### config.mk
export PLATFORM = sky130hd
export DESIGN_NAME = reg_access_sequencer
export DESIGN_NICKNAME = d
export VERILOG_FILES = /design/src/rtl/reg_seq_pkg.sv /design/src/rtl/reg_cmd_fifo.sv /design/src/rtl/reg_access_sequencer.sv
export SDC_FILE = /design/constraint.sdc
export NUM_CORES = 1
export LEC_CHECK = 0
export ABC_AREA = 1
export CORE_MARGIN = 3
export CORE_UTILIZATION = 26
export CTS_BUF_LIST = sky130_fd_sc_hd__clkbuf_4
export CTS_CLUSTER_DIAMETER = 60
export DETAILED_ROUTE_END_ITERATION = 16
export GPL_TIMING_DRIVEN = 0
export PLACE_DENSITY_LB_ADDON = 0.2
export SKIP_LAST_GASP = 1
export SYNTH_ARGS = -nofsm -noshare
export SYNTH_HDL_FRONTEND = slang
export SYNTH_SLANG_ARGS = --single-unit
### constraint.sdc
create_clock -name Clk -period 3.03 [get_ports Clk]
set_input_delay 0.909 -clock Clk [delete_from_list [all_inputs] [get_ports Clk]]
set_output_delay 0.909 -clock Clk [all_outputs]
set_load 0.05 [all_outputs]
### src/rtl/reg_seq_pkg.sv
// reg_seq_pkg: shared state encoding, command layout and default widths for reg_access_sequencer.
package reg_seq_pkg;
    localparam int DEF_DATA_W = 8;
    localparam int DEF_ADDR_W = 3;
    typedef enum logic [2:0] {IDLE, SETUP, STROBE, CAPTURE, RESP, VSETUP, VSTROBE} state_e;
    typedef struct packed {
        logic                  rw;
        logic [DEF_ADDR_W-1:0] addr;
        logic [DEF_DATA_W-1:0] wdata;
    } cmd_t;
endpackage

### src/rtl/reg_cmd_fifo.sv
// reg_cmd_fifo: synchronous FIFO; DEPTH must be a power of two so pointers wrap naturally.
module reg_cmd_fifo #(
    parameter int WIDTH = 12,
    parameter int DEPTH = 4
) (
    input  logic             Clk,
    input  logic             nReset,
    input  logic             push_i,
    input  logic             pop_i,
    input  logic [WIDTH-1:0] wdata_i,
    output logic [WIDTH-1:0] rdata_o,
    output logic             full_o,
    output logic             empty_o
);
    localparam int PW = $clog2(DEPTH);
    logic [WIDTH-1:0] mem_q [DEPTH];
    logic [PW-1:0] wptr_q, rptr_q;
    logic [PW:0] count_q;
    logic do_push, do_pop;
    assign do_push = push_i && !full_o;
    assign do_pop  = pop_i && !empty_o;
    assign full_o  = count_q[PW];
    assign empty_o = count_q == '0;
    assign rdata_o = mem_q[rptr_q];
    always_ff @(posedge Clk) begin
        if (do_push) mem_q[wptr_q] <= wdata_i;
    end
    always_ff @(posedge Clk) begin
        if (!nReset) begin
            wptr_q  <= '0;
            rptr_q  <= '0;
            count_q <= '0;
        end else begin
            wptr_q  <= wptr_q + PW'(do_push);
            rptr_q  <= rptr_q + PW'(do_pop);
            count_q <= count_q + (PW+1)'(do_push) - (PW+1)'(do_pop);
        end
    end
endmodule

### src/rtl/reg_access_sequencer.sv
// reg_access_sequencer: buffers host commands and runs each through a SETUP/STROBE/CAPTURE access of the register set.
// READBACK_VERIFY_EN adds a read-back of every write and reports mismatches on rsp_err.
module reg_access_sequencer
    import reg_seq_pkg::*;
#(
    parameter int DATA_W     = DEF_DATA_W,
    parameter int ADDR_W     = DEF_ADDR_W,
    parameter int FIFO_DEPTH = 4
) (
    input  logic              Clk,
    input  logic              nReset,
    input  logic              cmd_valid,
    output logic              cmd_ready,
    input  logic              cmd_rw,
    input  logic [ADDR_W-1:0] cmd_addr,
    input  logic [DATA_W-1:0] cmd_wdata,
    output logic              rsp_valid,
    input  logic              rsp_ready,
    output logic [DATA_W-1:0] rsp_rdata,
    output logic              rsp_err,
    output logic              reg_enable,
    output logic              reg_rw,
    output logic [ADDR_W-1:0] reg_addr,
    output logic [DATA_W-1:0] reg_wdata,
    input  logic [DATA_W-1:0] reg_rdata,
    output logic              busy
);
    localparam int CMD_W = 1 + ADDR_W + DATA_W;
    state_e state_q, state_d;
    logic [ADDR_W-1:0] reg_addr_q, reg_addr_d;
    logic [DATA_W-1:0] reg_wdata_q, reg_wdata_d, rsp_rdata_q, rsp_rdata_d;
    logic reg_rw_q, reg_rw_d, cmd_rw_q, cmd_rw_d;
    logic [CMD_W-1:0] head;
    logic full, empty, pop;
    reg_cmd_fifo #(.WIDTH(CMD_W), .DEPTH(FIFO_DEPTH)) u_fifo (
        .Clk     (Clk),
        .nReset  (nReset),
        .push_i  (cmd_valid),
        .pop_i   (pop),
        .wdata_i ({cmd_rw, cmd_addr, cmd_wdata}),
        .rdata_o (head),
        .full_o  (full),
        .empty_o (empty)
    );
`ifdef READBACK_VERIFY_EN
    logic rsp_err_q, rsp_err_d;
    assign rsp_err = rsp_err_q;
    always_ff @(posedge Clk) rsp_err_q <= nReset ? rsp_err_d : 1'b0;
`else
    assign rsp_err = 1'b0;
`endif
    assign cmd_ready  = !full;
    assign rsp_valid  = state_q == RESP;
    assign rsp_rdata  = rsp_rdata_q;
    assign reg_enable = (state_q == STROBE) || (state_q == VSTROBE);
    assign reg_rw     = reg_rw_q;
    assign reg_addr   = reg_addr_q;
    assign reg_wdata  = reg_wdata_q;
    assign busy       = (state_q != IDLE) || !empty;
    always_ff @(posedge Clk) begin
        if (!nReset) begin
            state_q     <= IDLE;
            reg_addr_q  <= '0;
            reg_wdata_q <= '0;
            rsp_rdata_q <= '0;
            reg_rw_q    <= 1'b0;
            cmd_rw_q    <= 1'b0;
        end else begin
            state_q     <= state_d;
            reg_addr_q  <= reg_addr_d;
            reg_wdata_q <= reg_wdata_d;
            rsp_rdata_q <= rsp_rdata_d;
            reg_rw_q    <= reg_rw_d;
            cmd_rw_q    <= cmd_rw_d;
        end
    end
    always_comb begin
        state_d     = state_q;
        reg_addr_d  = reg_addr_q;
        reg_wdata_d = reg_wdata_q;
        rsp_rdata_d = rsp_rdata_q;
        reg_rw_d    = reg_rw_q;
        cmd_rw_d    = cmd_rw_q;
        pop         = 1'b0;
`ifdef READBACK_VERIFY_EN
        rsp_err_d   = rsp_err_q;
`endif
        case (state_q)
            IDLE: begin
                pop     = !empty;
                state_d = empty ? IDLE : SETUP;
            end
            SETUP: state_d = STROBE;
`ifdef READBACK_VERIFY_EN
            // Writes turn around into a read of the same address before capturing.
            STROBE: begin
                state_d  = cmd_rw_q ? VSETUP : CAPTURE;
                reg_rw_d = 1'b0;
            end
            VSETUP:  state_d = VSTROBE;
            VSTROBE: state_d = CAPTURE;
            CAPTURE: begin
                state_d     = RESP;
                rsp_rdata_d = reg_rdata;
                rsp_err_d   = cmd_rw_q && (reg_rdata != reg_wdata_q);
            end
`else
            STROBE: state_d = CAPTURE;
            CAPTURE: begin
                state_d     = RESP;
                rsp_rdata_d = cmd_rw_q ? '0 : reg_rdata;
            end
`endif
            RESP: begin
                pop     = rsp_ready && !empty;
                state_d = rsp_ready ? (empty ? IDLE : SETUP) : RESP;
            end
            default: state_d = IDLE;
        endcase
        if (pop) begin
            {reg_rw_d, reg_addr_d, reg_wdata_d} = head;
            cmd_rw_d = head[CMD_W-1];
        end
    end
endmodule

-- Word level (Yosys, flattened, before mapping)
Memories as Yosys holds them, arrays and structs flattened. A register that Yosys moved wholly into a read port is not among the register bits.
Index checks and enable logic that the tools add are counted.
- memories kept: 1
- output and inout port bits: 25
- bits in read-only memories: 0
- input port bits: 24
- register bits after elaboration: 18
- RAM bits: 48
- word-level logic and storage cells: 33
- latch bits: 0
- memory list (name ; words ; bits a word ; rd ports ; clocked after memory_dff ; write ports ; line ; text):
    u_fifo.mem_q ; 4 ; 12 ; 1 ; 1 ; 1 ; reg_cmd_fifo.sv:16 ; logic [WIDTH-1:0] mem_q [DEPTH];
- divide/modulo/power cells: 0
- $mul: 0
- mux-type cells: 7
- add/subtract/negate cells: 4
- shift-type cells: 0
- bitwise operators: 0
- magnitude comparators: 0
- reduce and logical (&&, ||, !) cells: 11
- eq/ne operators: 5
- operators with widths (cell ; count):
    $pmux W3 S5 ; 1
    $mux W8 ; 1
    $eq A3 B2 Y1 const B ; 2
    $eq A3 B3 Y1 const B ; 2
    $logic_not A3 Y1 ; 2
    $add A2 B1 Y2 ; 2
    $add A3 B1 Y3 ; 1
    $eq A3 B1 Y1 const B ; 1
    $logic_and A1 B1 Y1 ; 3
    $logic_not A1 Y1 ; 3
    $mux W1 ; 3
    $mux W3 ; 1
    $reduce_bool A3 Y1 ; 1
    $sub A3 B1 Y3 ; 1
    $logic_or A1 B1 Y1 ; 2
    $pmux W1 S2 ; 1

-- Longest topological paths before layout
Gate-level depths: netlist of run 1.
- depth after elaboration: 6
- mapped depth: 12
- gate-level depth less buffers: 12

-- By module
Synthesis of run 1 repeated with hierarchy kept, for this count alone.
- cell total of the unflattened synthesis: 325
- area, all modules: 3279.4 µm²
- by module, submodules not included (module ; instances ; sequential area each (µm²) ; area an instance (µm²) ; cells each):
    reg_cmd_fifo ; 1 ; 1581.5 ; 2193.4 ; 164
    reg_access_sequencer ; 1 ; 460.4 ; 1086.0 ; 161

-- Worst setup path after synthesis of run 1
OpenSTA, ideal clock, no wires.
- path type: reg-to-output
- start: register state_q[2]
- end: output rsp_valid
- path buffers: 0
- data arrival time: 1552 ps
- path slack: 569 ps
- data required time: 2121 ps
- stages on the path, launching flop included: 3
- cell sequence: dfxtp_1 inv_1 nor3_1
- longest elaborated chain between the ends: 1
- RTL lines (what ; line ; text):
    start: declaration ; reg_access_sequencer.sv:29 ; state_e state_q, state_d;
    start signal: assignment ; reg_access_sequencer.sv:69 ; state_q <= state_d;
    $eq A3 B3 Y1 ; reg_access_sequencer.sv:53 ; assign rsp_valid = state_q == RESP;
    end: declaration ; reg_access_sequencer.sv:17 ; output logic rsp_valid,
No other way between the ends.

-- Worst setup path in the final report of run 1
- start: register state_q[1]
- end: output reg_enable
- longest elaborated chain between the ends: 2
- elaborated cells between the ends (all ways): 3
- those cells by class: eq/ne (2); reduce/logical (1)
- RTL lines (what ; line ; text):
    $eq A3 B2 Y1 / $eq A3 B3 Y1 (equally long branches) ; reg_access_sequencer.sv:55 ; assign reg_enable = (state_q == STROBE) || (state_q == VSTROBE);
    $logic_or A1 B1 Y1 (*) ; reg_access_sequencer.sv:55 ;
    end: declaration ; reg_access_sequencer.sv:21 ; output logic reg_enable,
Mark *: on every way between the ends. The rest lies on a longest branch, timed or not.

==> summary by stage, run 1 <==
Status
The flow ran to the end, and the final reports show no timing, DRC or antenna violations.

Power
The analysis attributes to cell leakage a power of 1.856 nW. The maximum ir drop on the vdd rail is 196.4 µV. Power comes to 3.706 mW. The clock network burns 14.9% of the power. The share of total power dissipated in combinational logic is 46.3%. The cell-internal power is 2.126 mW. The register share of total power is 38.8%. Power spread over the standard cell area amounts to 886.3 mW/mm². The switching power is 1.580 mW. Net switching is 42.63% of the power.

Drt
For this run, the detailed router's first-pass iteration total came to 7. The violation count after the first detailed-routing iteration is 87. Summing over every cut layer, the via total after detailed routing is 2337.

The final routed wire length divided by cell count is 11.95 µm. After detailed routing, the number of remaining DRC violations is 0. The count of nets left with antenna violations after detail routing is 0. The per-cell via count in the routed design is 3.895. The detailed-route wire length is 7.171 mm.

STA
After layout, the worst path uses 93.02% of the clock period. The slew of the pin with the lowest slew margin is 697.8 ps. The worst clock skew on the final layout is 15.28 ps. The routed design could run at a clock period as short as 2819 ps.

The total count of max-transition violations in the final report is 0. Timing would allow up to 354.8 MHz. Setup repair after global routing left no endpoint under its margin. The setup violation total in the final timing report is 0. The hold violation total from the final report was 0. The max-slew headroom at the worst pin is 53.23%.

The worst-case setup margin in the final layout is 211.4 ps.

Cells and area
The final instance area is 0.004182 mm². The post-synthesis to final-layout area growth is 25.50%. The post-route netlist has 10.19% of its cells at a drive strength greater than 1. 0 antenna diodes ended up in the layout. The count of placed standard cells in the final layout, fillers left out is 600. The end-of-flow core utilization is 34.10%. The number of nets in the layout is 456.

GRT
The first global-routing pass estimated 11.97 mm of wire. The largest net degree at the start of global routing is 13. The final global-route overflow total is 0. The highest-utilization routing layer at the global route stage is met2. For this run, global-route usage on met2 was measured as 16.88%. The via count of the first global-routing pass came to 2340.

For this run, global-route usage on met3 was measured as 2.896%. The global-route usage over all layers is 10.93%. The number of antenna violations at the first check in global routing is 0. For this run, global-route usage on met1 was measured as 14.03%.

Synthesis
Synthesis inferred 78 register bits. The gate count of the mapped netlist is 366. The number of unique standard cell types used by synthesis is 24. The post-synthesis cell area is 0.003332 mm². During synthesis, Yosys emitted a total of 0 warnings. In this run the mean area of a mapped cell was 9.104 µm².

The share of the Yosys chip area taken by registers is 61.28%. The post-synth net total is 395.

Clock tree
The number of buffers inserted by hold repair at cts is 0. The root buffer cell chosen for the clock tree is clkbuf_4. The clock slew seen by the registers of the worst setup and hold paths is 120 ps. In this run, CTS created clock tree buffers numbering 9. No sink is reached through more buffers than the 2 on the longest clock path. The total number of H-tree levels is 3. At the later pin of the worst-skew pair, clock insertion delay measures 430 ps.

TritonCTS built the clock tree. The number of clock sinks is 78.

Setup path
The critical path is of the reg -> out type. The worst setup path is captured at an output port. In this design, the stage delay of the slowest critical-path cell is 830 ps. The endpoint of the worst register-to-register path is u_fifo.count_q[2]. The launch point of the worst path is state_q[1]. Data arrives at the worst endpoint at 1910 ps.

At the worst endpoint, the required time is 2120 ps. The worst register-to-register path has a depth of 12. The launch point of the worst reg-to-reg path is u_fifo.count_q[1]. The largest fanout on the critical path is 4. The critical path goes through inv_1 > nor2_1 > clkdlybuf4s50_1.

In this run the register-to-register setup slack is 1000 ps. The cell with the largest stage delay on the worst path is clkdlybuf4s50_1. The kind of start point of the critical path is a register.

Placed design
Timing analysis after detailed placement gives a worst setup slack of 46.79 ps. Routability-driven placement finished with a final weighted congestion of 0.7122. The number of cells in the design after placement is 584. Detailed placement ended at an HPWL of 5.129 mm. The count of buffers inserted at the top-level ports is 46. In this run the cell area measured after placement is 0.004068 mm².

Floorplanning
The effective utilization at floorplan is 27.17%. The floorplan step defined a die boundary enclosing 0.01421 mm². The die width is 119.2 µm. During I/O placement, the number of pins put on the boundary was 49. The initialized floorplan defines 40 standard-cell rows.

From bottom edge to top edge, the die measures 119.2 µm. The core footprint is 0.01226 mm².

Min path
The end of the worst hold path is rsp_rdata[2]. The worst min-delay path startpoint is rsp_rdata[2]. Counting instances, the worst hold path has a depth of 2. The worst min-delay path category is reg -> reg.

Run
The tool flagged a number of max-cap violations equal to 0.
-- critical path: cells and delay by family (launching register included) --
family                 cells  cell delay [ps]
buffers and inverters      2              890
flip-flops                 1              450
AND/OR/NAND/NOR            1              150
-- layer usage --
layer  up-vias  part of all wire [%]
met2        57                    46
met1      1031                    47
met4         0                   1.5
met3         8                   5.2
met5         -                     0
li1       1241                     -
-- timing repair --
item / CTS / global route
endpoints found under the setup margin: 0 / 1
setup buffers: 0 / 0
gates resized for setup: 0 / 1
-- cells by family after synthesis --
family,share of synthesized area (%)
compound gates,1.765
xor+xnor,0.7887
fa+ha+maj,2.103
flops,61.28
other cells,0.1125
simple gates,22.34
buf+inv,11.60
-- worst max-delay path by stage --
stage | end | slack (ps) | depth (start not counted)
after CTS | rsp_valid | 70 | 3
after global placement | u_fifo.mem_q[3][7] | -470 | 3
after global routing | busy | 100 | 3
after detailed placement | u_fifo.count_q[2] | 50 | 13
after floorplan | rsp_valid | 570 | 2
final | reg_enable | 210 | 3
-- metrics by stage --
step / hold slack (ps) / TNS [ps]
after floorplan: 520.3 / 0
after global placement: 455.4 / -21470
after detailed placement: 460.0 / 0
after CTS: 478.0 / 0
after global routing: 509.8 / 0
final: 474.5 / 0
-- Yosys cell counts (all sizes together) --
| cell | instances | area share, % |
|---|---|---|
| edfxtp | 48 | 43 |
| xnor2 | 3 | 0.79 |
| o21ai | 2 | 0.30 |
| dfxtp | 30 | 18 |
| nand3 | 33 | 5.3 |
| inv | 78 | 8.8 |
| fa | 1 | 0.60 |
| nor3 | 6 | 0.90 |
| ha | 4 | 1.5 |
| conb | 1 | 0.11 |
| buf | 13 | 2.7 |
| nand4 | 1 | 0.19 |
| nor2 | 34 | 4.3 |
| clkinv | 1 | 0.11 |
| nand2 | 101 | 11 |
| and2 | 1 | 0.19 |
| a21oi | 9 | 1.5 |
-- power by group through the flow --
stage	clock, mW	combinational [mW]	sequential (mW)
after floorplan	0	0.889	1.77
after global placement	0	1.71	1.46
after detailed placement	0	1.74	1.47
after CTS	0.581	1.75	1.44
after global routing	0.631	1.93	1.46
final	0.552	1.72	1.44
-- placed cells by master, fill, tap and decap left out, types with 2 or more instances in the layout --
cell type	Yosys	final
a21oi_1	8	8
buf_2	6	6
buf_4	5	5
buf_6	2	6
clkbuf_4	0	13
clkdlybuf4s50_1	0	45
clkinv_2	0	2
dfxtp_1	30	30
edfxtp_1	48	48
ha_1	4	4
inv_1	76	76
inv_2	2	3
nand2_1	100	100
nand3_1	32	32
nor2_1	32	32
nor2_4	2	2
nor3_1	6	2
nor3_2	0	4
o21ai_0	2	2
xnor2_1	3	3
-- layout make-up --
class	count	area, µm²
Buffer	13	90.09
Clock buffer	13	97.59
Clock inverter	3	13.76
Fill cell	1288	8080
Inverter	79	296.5
Multi-Input combinational cell	196	923.4
Sequential cell	78	2042
Tap cell	168	210.2
Timing Repair Buffer	50	508.0
-- sequential cells by signal, summed over array words and instances, names as in the netlist --
register	flops
state_q	3
reg_addr	3
cmd_rw_q	1
u_fifo.wptr_q	2
u_fifo.rptr_q	2
u_fifo.count_q	3
reg_wdata	8
rsp_rdata	8
u_fifo.mem_q	48
Power figures use the tool's default switching activity.
==> run 2, diff against run 1 <==
Settings changed: SLEW_MARGIN set to 25.
==> run 2 against run 1 <==
Net effect: sequential power about the same; maximum frequency up 0.12%; core utilization up 0.14 points; largest cell class unchanged; largest power group unchanged.
==> summary by stage, run 2 (synthesized netlist as in run 1, its figures left out) <==
Setup path
The kind of critical path was reg -> out (unchanged). The launch point of the worst path is state_q[1] (unchanged). The launch point of the worst reg-to-reg path is u_fifo.count_q[1] (unchanged).

The kind of start point of the critical path is a register (unchanged). The element type at the critical path end is an output port (unchanged). The worst path required time was 2120 ps (about the same). The worst endpoint data arrival time is 1910 ps (about the same). The largest fanout on the critical path is 4 (unchanged).

STA
The total count of max-transition violations in the final report was 0 (unchanged). The maximum operating frequency is 355.2 MHz (was 354.8 MHz). The slew of the pin with the lowest slew margin was 715.1 ps (was 697.8 ps).

The worst clock skew on the final layout is 18.56 ps (was 15.28 ps). The worst hold margin is 470.5 ps (was 474.5 ps). The max-slew headroom at the worst pin was 52.07% (was 53.23%). The ratio of final minimum period to clock period is 92.91% (was 93.02%).

The setup violation total in the final timing report came to 0 (unchanged). Setup repair after global routing missed its margin: false (unchanged). The minimum period implied by the final worst setup slack is 2815 ps (was 2819 ps).

The hold violation total from the final report is 0 (unchanged).

Clock tree
The clock slew seen by the registers of the worst setup and hold paths is 120 ps (about the same). The post-CTS setup buffer count is 0 (unchanged). The total number of H-tree levels came to 3 (unchanged). The number of buffers between clock root and the deepest sink is 2 (unchanged).

The buffer type at the clock tree root is clkbuf_4 (unchanged). The latest clock arrival within the worst-skew pair is 430 ps (about the same). The total clock buffers created by CTS came to 9 (unchanged).

The number of clock sinks came to 78 (unchanged). The clock tree from TritonCTS is built (unchanged).

Cells and area
Highest-count cells in the layout ignoring fill and taps: nand2_1 (100), inv_1 (76), edfxtp_1 (48), clkdlybuf4s50_1 (45) (unchanged). The number of nets in the layout came to 456 (unchanged). The total area of sequential cells is 0.002042 mm² (unchanged). The total of fill cells in the finished design is 1295 (was 1288). The area of combinational cells with multiple inputs is 923.4 µm² (unchanged). The number of flip-flops in the largest register was 48 (unchanged). The end-of-flow core utilization is 34.24% (was 34.10%). The number of diodes added for antenna fixing came to 0 (unchanged).

The post-synthesis to final-layout area growth came to 26.02% (was 25.50%). The count of placed standard cells in the final layout, fillers left out is 600 (unchanged). The register bank with the most flops is u_fifo.mem_q (unchanged). The share of layout cells above drive strength 1 is 9.954% (was 10.19%). The commonest non-fill, non-tap cell in the layout is nand2_1 (unchanged).

GRT
The wire length of the first global-routing pass came to 11.99 mm (was 11.97 mm). The largest net degree at the start of global routing came to 14 (was 13). The via count of the first global-routing pass is 2369 (was 2340). The global-route usage over all layers is 10.89% (was 10.93%). The number of antenna violations at the first check in global routing is 0 (unchanged).

The final global-route overflow total came to 0 (unchanged).

Power
The power density over the cells was 898.0 mW/mm² (was 886.3 mW/mm²). The register share of total power is 38.1% (was 38.8%). The switching share of power is 41.98% (was 42.63%). The combinational group share of total power is 45.5% (was 46.3%). The clock share of power was 16.4% (was 14.9%). The switching power is 1.583 mW (was 1.580 mW). The leakage power is 1.862 nW (was 1.856 nW). The cell-internal power was 2.188 mW (was 2.126 mW). The maximum ir drop on the vdd rail is 230.8 µV (was 196.4 µV).

Drt
The number of detailed-route iterations in the first pass is 4 (was 7). The via count is 2349 (was 2337). The count of nets left with antenna violations after detail routing came to 0 (unchanged). The residual DRC count is 0 (unchanged). The per-cell via count in the routed design is 3.915 (was 3.895).

The final routed wire length divided by cell count was 11.99 µm (was 11.95 µm). The violation count after the first detailed-routing iteration is 98 (was 87). The detailed-route wire length was 7.192 mm (was 7.171 mm).

Run
The number of violations of the max-capacitance limit is 0 (unchanged).

Floorplanning
The die width was 119.2 µm (unchanged). The cell row count is 40 (unchanged). The core footprint is 0.01226 mm² (unchanged). The die area is 0.01421 mm² (unchanged). The effective utilization at floorplan is 27.17% (unchanged). The height of the die is 119.2 µm (unchanged). The top-level port count is 49 (unchanged).

Min path
The worst min-delay path startpoint is rsp_rdata[6] (was rsp_rdata[2]). The worst min-delay path category is reg -> reg (unchanged).

Placed design
The number of cells in the design after placement is 584 (unchanged). The post-detailed-placement half-perimeter wirelength is 5.176 mm (was 5.129 mm). The count of buffers inserted at the top-level ports is 46 (unchanged). The placer congestion estimate is 0.7122 (unchanged).

Status
Outcome: complete, no violations (unchanged).
==> run 2: critical path, stage by stage, from the launching register on <==
cell and delay, ps:
dfxtp_1 460, inv_1 60, nor2_1 140, clkdlybuf4s50_1 830
==> run 2: stage by stage <==
step | setup TNS [ps] | setup slack (ps) | instance area [µm²] | total power [mW]
2_1_floorplan | 0 | 569.1 | 3332 | 2.660
3_3_place_gp | -21470 | -465.7 | 4003 | 3.171
3_5_place_dp | 0 | 61.91 | 4064 | 3.204
4_1_cts | 0 | 69.55 | 4197 | 3.837
5_1_grt | 0 | 123.8 | 4199 | 4.091
6_report | 0 | 214.7 | 4199 | 3.771
==> run 2: layer usage <==
| metal | global-route usage [%] | share of wire [%] | vias up |
|---|---|---|---|
| met5 | 0 | 0 | - |
| met4 | 5.648 | 2.4 | 0 |
| met3 | 2.374 | 5.0 | 14 |
| met2 | 16.81 | 45 | 64 |
| met1 | 14.31 | 48 | 1030 |
| li1 | - | - | 1241 |
==> run 2: final timing paths <==
path         depth (start not counted)  slack (ps)                 to
max reg2reg                         12        1000  u_fifo.count_q[2]
min reg2reg                          2         470       rsp_rdata[6]
max                                  3         210         reg_enable
min                                  2         470       rsp_rdata[6]
==> run 2: area by class of cell <==
class	count	share of cell area [%]
Sequential cell	78	48.63
Multi-Input combinational cell	196	21.99
Timing Repair Buffer	50	12.01
Inverter	79	7.062
Tap cell	168	5.006
Buffer	13	2.145
Clock buffer	11	1.967
Clock inverter	5	1.192
==> run 2: power by group through the flow <==
stage	registers (mW)	clock network, mW	logic (mW)
floorplan	1.77	0	0.889
global placement	1.46	0	1.71
detailed placement	1.47	0	1.74
CTS	1.44	0.649	1.75
global route	1.46	0.697	1.93
finish	1.44	0.619	1.72
==> run 2: timing repair <==
item                                    4_1_cts  5_1_grt
gates resized for setup                       0        1
endpoints found under the hold margin         0        0
endpoints found under the setup margin        0        1
hold buffers                                  0        0
==> run 3, diff against run 2 <==
Settings changed: SKIP_LAST_GASP 1 to unset.
==> results of run 3 <==
The final DEF is identical to that of run 2; final timing and power are the same.
